--- src/rtl/s2_s18_stream_ctrl_if.sv ---
// Stream-side bundle of the symbol-in / word-out elastic buffer.
// Latency: none; pure signal grouping.
// Backpressure: wr_ready stalls the symbol producer; rd_ready stalls word delivery.
interface s2_s18_stream_ctrl_if;
    logic        wr_valid;
    logic        wr_ready;
    logic [1:0]  wr_data;
    logic        rd_valid;
    logic        rd_ready;
    logic [15:0] rd_data;
    logic [10:0] level;
    logic        afull;

    // master: the surrounding logic that feeds symbols and consumes words
    modport master (
        output wr_valid, wr_data, rd_ready,
        input  wr_ready, rd_valid, rd_data, level, afull
    );

    // slave: the buffer controller itself
    modport slave (
        input  wr_valid, wr_data, rd_ready,
        output wr_ready, rd_valid, rd_data, level, afull
    );
endinterface

--- src/rtl/s2_s18_stream_ctrl.sv ---
// Elastic buffer controller: 2-bit symbols into an external 2/18-bit asymmetric RAM, 16-bit words out.
// Latency: last symbol of a word accepted in cycle n -> RAM read in n+1 -> rd_valid in n+3.
// Backpressure: wr_ready drops at 1024 buffered words; a stalled reader leaves at most 2 words in the skid.
module s2_s18_stream_ctrl #(
    parameter int unsigned AFULL_LEVEL = 1008
) (
    input  logic                       clk,
    input  logic                       rst_n,
    input  logic                       flush,
    s2_s18_stream_ctrl_if.slave        strm,
    output logic [12:0]                ram_addra,
    output logic [1:0]                 ram_dia,
    output logic                       ram_ena,
    output logic                       ram_wea,
    output logic                       ram_ssra,
    output logic [9:0]                 ram_addrb,
    output logic                       ram_enb,
    output logic                       ram_web,
    output logic                       ram_ssrb,
    output logic [15:0]                ram_dib,
    output logic [1:0]                 ram_dipb,
    input  logic [15:0]                ram_dob
);

    // Pointers carry one wrap bit above the 10-bit word address so full and empty differ.
    logic [10:0] wr_ptr;
    logic [10:0] rd_ptr;
    logic [10:0] level;
    logic [2:0]  sym_idx;
    logic        init_done;

    // Skid state: held words, one read in flight, head index of the 2-entry store.
    logic [1:0]  held;
    logic        inflight;
    logic        head;
    logic        tail;
    logic [15:0] skid [2];

    logic        accept;
    logic        pop;
    logic        issue;
    logic [2:0]  occ_after;

    assign level      = wr_ptr - rd_ptr;
    assign strm.level = level;
    assign strm.afull = (32'(level) >= AFULL_LEVEL);

    // A partially filled word already owns slot wr_ptr, so full is judged on whole words.
    assign strm.wr_ready = (level != 11'd1024) && !flush && init_done;
    assign accept        = strm.wr_valid && strm.wr_ready;

    assign strm.rd_valid = (held != 2'd0);
    assign strm.rd_data  = skid[head];
    assign pop           = strm.rd_valid && strm.rd_ready;

    // Only issue a read if the word it returns is guaranteed a skid slot after this edge.
    assign occ_after = {1'b0, held} + {2'b00, inflight} - {2'b00, pop};
    assign issue     = (wr_ptr != rd_ptr) && (occ_after < 3'd2) && !flush;

    // With held==2 a push only happens alongside a pop, so head reuses the slot being vacated.
    assign tail = head ^ held[0];

    assign ram_ena   = accept;
    assign ram_wea   = accept;
    assign ram_addra = {wr_ptr[9:0], sym_idx};
    assign ram_dia   = strm.wr_data;
    assign ram_ssra  = 1'b0;

    assign ram_enb   = issue;
    assign ram_addrb = rd_ptr[9:0];
    assign ram_web   = 1'b0;
    assign ram_ssrb  = 1'b0;
    assign ram_dib   = 16'd0;
    assign ram_dipb  = 2'd0;

    // Write side opens on the first clock edge after reset release.
    always_ff @(posedge clk or negedge rst_n) begin
        if (!rst_n) begin
            init_done <= 1'b0;
        end else begin
            init_done <= 1'b1;
        end
    end

    // Pointer, symbol index and skid occupancy tracking; flush returns to the reset image.
    always_ff @(posedge clk or negedge rst_n) begin
        if (!rst_n) begin
            wr_ptr   <= '0;
            rd_ptr   <= '0;
            sym_idx  <= '0;
            held     <= '0;
            inflight <= 1'b0;
            head     <= 1'b0;
        end else if (flush) begin
            wr_ptr   <= '0;
            rd_ptr   <= '0;
            sym_idx  <= '0;
            held     <= '0;
            inflight <= 1'b0;
            head     <= 1'b0;
        end else begin
            if (accept) begin
                sym_idx <= sym_idx + 3'd1;
                if (sym_idx == 3'd7) begin
                    wr_ptr <= wr_ptr + 11'd1;
                end
            end
            if (issue) begin
                rd_ptr <= rd_ptr + 11'd1;
            end
            inflight <= issue;
            if (pop) begin
                head <= ~head;
            end
            held <= held + {1'b0, inflight} - {1'b0, pop};
        end
    end

    // Capture the RAM word on the edge after its read was issued, unless it is being flushed.
    always_ff @(posedge clk or negedge rst_n) begin
        if (!rst_n) begin
            skid[0] <= '0;
            skid[1] <= '0;
        end else if (inflight && !flush) begin
            skid[tail] <= ram_dob;
        end
    end

endmodule
--- src/flat_wrapper.sv ---
// flat-port wrapper written by rule: the top's interface ports become plain ports
module s2_s18_stream_ctrl_flat 
#(
    parameter int unsigned AFULL_LEVEL = 1008
)
  (clk, rst_n, flush, ram_addra, ram_dia, ram_ena, ram_wea, ram_ssra, ram_addrb, ram_enb, ram_web, ram_ssrb, ram_dib, ram_dipb, ram_dob, strm_wr_valid, strm_wr_data, strm_rd_ready, strm_wr_ready, strm_rd_valid, strm_rd_data, strm_level, strm_afull);
  s2_s18_stream_ctrl_if strm_i ();
  input  logic clk;
  input  logic rst_n;
  input  logic flush;
  output logic [12:0] ram_addra;
  output logic [1:0] ram_dia;
  output logic ram_ena;
  output logic ram_wea;
  output logic ram_ssra;
  output logic [9:0] ram_addrb;
  output logic ram_enb;
  output logic ram_web;
  output logic ram_ssrb;
  output logic [15:0] ram_dib;
  output logic [1:0] ram_dipb;
  input  logic [15:0] ram_dob;
  input wire logic [$bits(strm_i.wr_valid)-1:0] strm_wr_valid;
  input wire logic [$bits(strm_i.wr_data)-1:0] strm_wr_data;
  input wire logic [$bits(strm_i.rd_ready)-1:0] strm_rd_ready;
  output wire logic [$bits(strm_i.wr_ready)-1:0] strm_wr_ready;
  output wire logic [$bits(strm_i.rd_valid)-1:0] strm_rd_valid;
  output wire logic [$bits(strm_i.rd_data)-1:0] strm_rd_data;
  output wire logic [$bits(strm_i.level)-1:0] strm_level;
  output wire logic [$bits(strm_i.afull)-1:0] strm_afull;
  assign strm_i.wr_valid = strm_wr_valid;
  assign strm_i.wr_data = strm_wr_data;
  assign strm_i.rd_ready = strm_rd_ready;
  assign strm_wr_ready = strm_i.wr_ready;
  assign strm_rd_valid = strm_i.rd_valid;
  assign strm_rd_data = strm_i.rd_data;
  assign strm_level = strm_i.level;
  assign strm_afull = strm_i.afull;
  s2_s18_stream_ctrl #(.AFULL_LEVEL(AFULL_LEVEL)) u_core (.clk(clk), .rst_n(rst_n), .flush(flush), .strm(strm_i), .ram_addra(ram_addra), .ram_dia(ram_dia), .ram_ena(ram_ena), .ram_wea(ram_wea), .ram_ssra(ram_ssra), .ram_addrb(ram_addrb), .ram_enb(ram_enb), .ram_web(ram_web), .ram_ssrb(ram_ssrb), .ram_dib(ram_dib), .ram_dipb(ram_dipb), .ram_dob(ram_dob));
endmodule
--- config.mk ---
export PLATFORM = sky130hd
export DESIGN_NAME = s2_s18_stream_ctrl_flat
export DESIGN_NICKNAME = d
export VERILOG_FILES = /design/src/rtl/s2_s18_stream_ctrl_if.sv /design/src/rtl/s2_s18_stream_ctrl.sv /design/src/flat_wrapper.sv
export SDC_FILE = /design/constraint.sdc
export NUM_CORES = 1
export LEC_CHECK = 0
export CORE_MARGIN = 2
export CORE_UTILIZATION = 54
export CTS_CLUSTER_SIZE = 25
export DETAILED_ROUTE_END_ITERATION = 8
export MAX_ROUTING_LAYER = met4
export PLACE_DENSITY = 0.84
export REMOVE_ABC_BUFFERS = 1
export SYNTH_ARGS = -nofsm -noshare
export SYNTH_HDL_FRONTEND = slang
export SYNTH_SLANG_ARGS = --single-unit
--- constraint.sdc ---
create_clock -name clk -period 4.5 [get_ports clk]
set_input_delay 0.675 -clock clk [delete_from_list [all_inputs] [get_ports clk]]
set_output_delay 0.675 -clock clk [all_outputs]
set_load 0.02 [all_outputs]
[Word-level counts from Yosys, hierarchy flattened]
Cells that the tools add are included.
Cells by class
  add/sub/neg operators: 8
  eq/ne operators: 3
  multiplexer cells: 17
  $lt $le $gt $ge: 5
  reductions and logical operators: 15
  bitwise operators: 4
Operators with widths (count)
  $mux W16: 4
  $mux W11: 5
  $bwmux W32: 1
  $add A11 B1 Y11 const B: 2
  $demux W16 S1: 1
  $ge A11 B10 Y1 const B: 1
  $ne A11 B11 Y1: 1
  $ne A11 B11 Y1 const B: 1
  $sub A11 B11 Y11: 1
  $reduce_bool A2 Y1: 5
  $logic_and A1 B1 Y1: 8
  $mux W3: 2
  $ge A2 B2 Y1 const B: 2
  $not A1 Y2: 2
  $add A2 B1 Y3: 1
  $add A3 B1 Y3 const B: 1
  $eq A3 B3 Y1 const B: 1
  $lt A3 B2 Y1 const B: 1
  $mux W1: 3
  $sub A3 B1 Y3: 1
  $add A2 B1 Y2: 1
  $lt A2 B1 Y1 const B: 1
  $mux W2: 1
  $reduce_and A2 Y1: 1
  other kinds (4): 4
Storage, ports and cells
  logic and storage cells: 61
  bits in registers: 62
  output and inout bits: 79
  bits of input ports: 23

[Depth between registers and ports, before layout]
  depth in word-level cells: 8
  gate-level depth with buffers: 14
  gate-level depth less buffers: 14

[Least setup slack after synthesis]
Ideal clock, no wire load.
  path type: register to output
  start point: register u_core.wr_ptr[0]
  end point: output port ram_wea
  required time: 3.825 ns
  buffers on the path: 1
  arrival: 2.942 ns
  stages on the path, launching flop included: 14
  setup slack: 0.883 ns
  path through: dfrtp_1 inv_1 ha_1 inv_1 fa_1 a211oi_2 nor2_1 xor2_2 a2111oi_4 nand4b_2 o21a_1 nand2_1 inv_1 buf_4
On the way
  cells in the longest elaborated chain, start to end: 5
RTL lines
  from (decl): RTL line s2_s18_stream_ctrl.sv:26  | logic [10:0] wr_ptr;
  from (signal assigned): RTL line s2_s18_stream_ctrl.sv:105  | wr_ptr <= wr_ptr + 11'd1;
  $sub A11 B11 Y11: RTL line s2_s18_stream_ctrl.sv:44  | assign level = wr_ptr - rd_ptr;
  net strm_level[4]: RTL line flat_wrapper.sv:29  | output wire logic [$bits(strm_i.level)-1:0] strm_level;
  $ne A11 B11 Y1: RTL line s2_s18_stream_ctrl.sv:49  | assign strm.wr_ready = (level != 11'd1024) && !flush && init_done;
  $logic_and A1 B1 Y1 (2 in series): RTL line s2_s18_stream_ctrl.sv:49
  net strm_wr_ready: RTL line flat_wrapper.sv:26  | output wire logic [$bits(strm_i.wr_ready)-1:0] strm_wr_ready;
  $logic_and A1 B1 Y1: RTL line s2_s18_stream_ctrl.sv:50  | assign accept = strm.wr_valid && strm.wr_ready;
  to (decl): RTL line flat_wrapper.sv:14  | output logic ram_wea;
The timed path passes the listed nets, and every way through them passes these cells.

[Final worst setup path]
  start point: register u_core.wr_ptr[0]
  end point: output port ram_ena
On the way
  cells in the longest elaborated chain, start to end: 5
RTL lines
  $sub A11 B11 Y11: RTL line s2_s18_stream_ctrl.sv:44
  $ne A11 B11 Y1: RTL line s2_s18_stream_ctrl.sv:49
  $logic_and A1 B1 Y1 (2 in series): RTL line s2_s18_stream_ctrl.sv:49
  $logic_and A1 B1 Y1: RTL line s2_s18_stream_ctrl.sv:50
  to (decl): RTL line flat_wrapper.sv:13  | output logic ram_ena;
Every way passes these cells.

==> out/results.ini <==
[outcome]
outcome = complete, no violations

[timing]
timing_max_transition_violations_final = 0
skew_ns = 0.01312
rsz0062_at_grt = false
layout_worst_path_cycle_share = 0.9498
finalSetupViolations = 0
relSlewSlack = 0.4761
max_freq_ghz = 0.2340
totalNegativeSetupSlack_ns = 0
hold_violations = 0
timing.final.ws_setup_ns = 0.2259
fin_hold_ws_ns = 0.4906
layout_min_cycle_time_ns = 4.274
tightestPinTransition_ns = 0.7859

[die]
floorplan.rows = 31
die_height_um = 90
dieWidth_um = 90
initial_core_util = 0.5536
pin_count = 102
placeableCoreArea_mm2 = 0.007214
fp.dieArea_mm2 = 0.008100

[synth]
ys_seq_area_frac = 0.3885
synth.largest_area_cell = sky130_fd_sc_hd__dfrtp_1
ys_dominant_reg_cell = sky130_fd_sc_hd__dfrtp_1
avg_inst_size_synth_um2 = 10.35
synth_edf_count = 0
yosys.cell_types.count = 59
synth.top_cell.area_share = 0.3885
yosys-top-cells-area = sky130_fd_sc_hd__dfrtp_1 39%, sky130_fd_sc_hd__mux2_2 14%, sky130_fd_sc_hd__buf_4 8.5%, sky130_fd_sc_hd__ha_1 5.0%, sky130_fd_sc_hd__xnor2_1 3.5%
netlist_area_mm2 = 0.003994
synth-seq-cells = 62
async_flop_share = 1.000
post_synthesis_instance_total = 386
synth_warnings = 0

[placed_design]
portBuffers = 76
gp_congestion = 0.9333
hpwlAfterDp_um = 6077
postPlaceCellArea_mm2 = 0.004578
place.detailed.instances = 528
dpl_worst_slack_ns = 0.5099

[global_route]
vias_in_the_first_global_route = 2946
antenna_found_initial = 0
maximum_number_of_pins_on_one_net_before_global_route_repair = 63
grt_pass1_wl_um = 13920
grt_use_total = 0.2186
globalRoute.totalOverflow = 0

[finish]
n_antenna_cell = 0
stdcell_area_mm2 = 0.004778
drive_gt1_frac = 0.1865
layout.cells.most_common = sky130_fd_sc_hd__clkdlybuf4s50_1
nNetsFinal = 481
layout.cells.non_filler = 544
syn_to_final_growth_pct = 19.64
layout.cells.most_common_list = 75 x sky130_fd_sc_hd__clkdlybuf4s50_1, 62 x sky130_fd_sc_hd__dfrtp_1, 50 x sky130_fd_sc_hd__mux2_2

[setup_path]
worstSetupEndpointType = output port
required_ns = 3.83
worst-path-max-fanout = 7
worst-endpoint-arrival_ns = 3.60
criticalPathCategory = reg2out
worstSetupStartpointType = flop

[power]
vdd.ir_drop.worst_uv = 360.5
powerDensity_mw_per_mm2 = 423.4
power_leakage_nw = 2.242

[hold_path]
holdCritPathClass = in2async

[clocking]
number_of_h_tree_levels = 3
cts_root_buffer = sky130_fd_sc_hd__clkbuf_8
numCtsBuffers = 9
clockBufferDepth = 2
cts_tree = done
cts_hold_buf = 0
worst_setup_hold_path_clk_slew_ns = 0.07
clock_insertion_delay_worst_skew_ns = 0.34
clock_tree_sinks = 62
cts-resized-gates = 0
postCtsSetupRepairBufs = 0

[route]
average_routed_wire_per_standard_cell_um = 15.31
route.vias.total = 2922
detail-route-antenna-nets = 0
top_signal_layer_used = met4
avgViaCountPerCell = 5.371
drt_first_pass_iters = 4
routed_wirelength_um = 8327
routed-wl-met3_um = 487
m1WireLength_um = 3562
first_iter_violations = 142
drc = 0
route.met2.wl_um = 4135

[run]
cap_violations = 0

cells in the mapped netlist (2+ instances only):
| cell type | number |
|---|---|
| sky130_fd_sc_hd__fa_1 | 2 |
| sky130_fd_sc_hd__a41o_1 | 3 |
| sky130_fd_sc_hd__a21oi_1 | 7 |
| sky130_fd_sc_hd__nor3_1 | 8 |
| sky130_fd_sc_hd__nand3_1 | 13 |
| sky130_fd_sc_hd__dfrtp_1 | 62 |
| sky130_fd_sc_hd__buf_4 | 45 |
| sky130_fd_sc_hd__nor3b_1 | 3 |
| sky130_fd_sc_hd__nand4_1 | 5 |
| sky130_fd_sc_hd__buf_6 | 2 |
| sky130_fd_sc_hd__o21ai_1 | 2 |
| sky130_fd_sc_hd__clkbuf_1 | 4 |
| sky130_fd_sc_hd__a211o_1 | 4 |
| sky130_fd_sc_hd__nand3b_1 | 2 |
| sky130_fd_sc_hd__a21o_1 | 6 |
| sky130_fd_sc_hd__xor2_1 | 4 |
| sky130_fd_sc_hd__and2_1 | 4 |
| sky130_fd_sc_hd__or3_1 | 4 |
| sky130_fd_sc_hd__o21a_1 | 2 |
| sky130_fd_sc_hd__nor2_1 | 27 |
| sky130_fd_sc_hd__nand2_1 | 14 |
| sky130_fd_sc_hd__and3_1 | 3 |
| sky130_fd_sc_hd__nand2b_1 | 3 |
| sky130_fd_sc_hd__nor2b_1 | 10 |
| sky130_fd_sc_hd__ha_1 | 16 |
| sky130_fd_sc_hd__conb_1 | 2 |
| sky130_fd_sc_hd__mux2_2 | 50 |
| sky130_fd_sc_hd__o21ai_0 | 6 |
| sky130_fd_sc_hd__buf_1 | 2 |
| sky130_fd_sc_hd__mux2i_1 | 2 |
| sky130_fd_sc_hd__nor4_1 | 2 |
| sky130_fd_sc_hd__xnor2_1 | 16 |
| sky130_fd_sc_hd__inv_1 | 23 |
| sky130_fd_sc_hd__buf_2 | 3 |
metrics by stage:
step	power [mW]	util
after floorplan	1.233	-
after global placement	1.514	0.6346
after detailed placement	1.538	0.6346
after CTS	2.041	0.6623
after global routing	2.128	0.6623
final	2.023	0.6623
routing by layer:
metal	global-route usage	up-vias
li1	-	1374
met1	0.2645	1418
met2	0.3634	112
met3	0.04191	18
met4	0.08462	0
met5	-	-
path summary, 6_finish.rpt:
path	slack [ns]	start	cells after the start	endpoint
worst min register to register	0.50	u_core.skid[11]$_DFFE_PN0P_	1	u_core.skid[11]$_DFFE_PN0P_
worst max register to register	1.13	u_core.wr_ptr[0]$_DFFE_PN0P_	12	u_core.wr_ptr[4]$_DFFE_PN0P_
min in group clk	0.50	u_core.skid[11]$_DFFE_PN0P_	1	u_core.skid[11]$_DFFE_PN0P_
worst min-delay path	0.49	rst_n	2	u_core.skid[8]$_DFFE_PN0P_
max in group asynchronous	3.49	rst_n	2	u_core.wr_ptr[3]$_DFFE_PN0P_
worst max-delay path	0.23	u_core.wr_ptr[0]$_DFFE_PN0P_	13	ram_ena
final cells by class:
type | count | area (µm²)
clock buffers | 12 | 155.1
clock inverters | 4 | 45.04
fillers | 574 | 2436
inverters | 23 | 86.33
multi-input cells | 265 | 2038
flip-flops and latches | 62 | 1551
well taps | 99 | 123.9
repair buffers | 79 | 778.2
report_power, final:
group | leakage [nW] | internal [mW] | switching [mW]
Sequential | 0.847 | 0.685 | 0.0913
Combinational | 1.29 | 0.411 | 0.337
Clock | 0.106 | 0.283 | 0.215
Total | 2.24 | 1.38 | 0.644
cell families after synthesis:
| family | count (synthesis) | synth area share |
|---|---|---|
| AOI/OAI and AO/OA | 43 | 0.08803 |
| other | 2 | 0.001880 |
| adders and majority gates | 18 | 0.06015 |
| DFF | 62 | 0.3885 |
| xor gates and xnor gates | 21 | 0.04793 |
| buffers and inverters | 79 | 0.1212 |
| and+or+nand+nor | 109 | 0.1463 |
| muxes | 52 | 0.1460 |
critical path, stage by stage, from the launching register on:
cell                              delay (ns)
sky130_fd_sc_hd__dfrtp_1                0.44
sky130_fd_sc_hd__inv_1                  0.08
sky130_fd_sc_hd__ha_1                   0.17
sky130_fd_sc_hd__inv_1                  0.06
sky130_fd_sc_hd__fa_1                   0.42
sky130_fd_sc_hd__a211oi_2               0.27
sky130_fd_sc_hd__o21ai_2                0.14
sky130_fd_sc_hd__a2111oi_2              0.37
sky130_fd_sc_hd__a41o_1                 0.16
sky130_fd_sc_hd__nand4b_2               0.15
sky130_fd_sc_hd__o21a_1                 0.23
sky130_fd_sc_hd__nand2_1                0.15
sky130_fd_sc_hd__inv_1                  0.08
sky130_fd_sc_hd__clkdlybuf4s50_1        0.54
state kept, by name, summed over array words and instances, names as in the netlist:
signal,flops
u_core.init_done,1
u_core.skid,32
u_core.wr_ptr,11
u_core.held,2
u_core.head,1
u_core.inflight,1
u_core.rd_ptr,11
u_core.sym_idx,3
(Power assumes the default switching activity.)
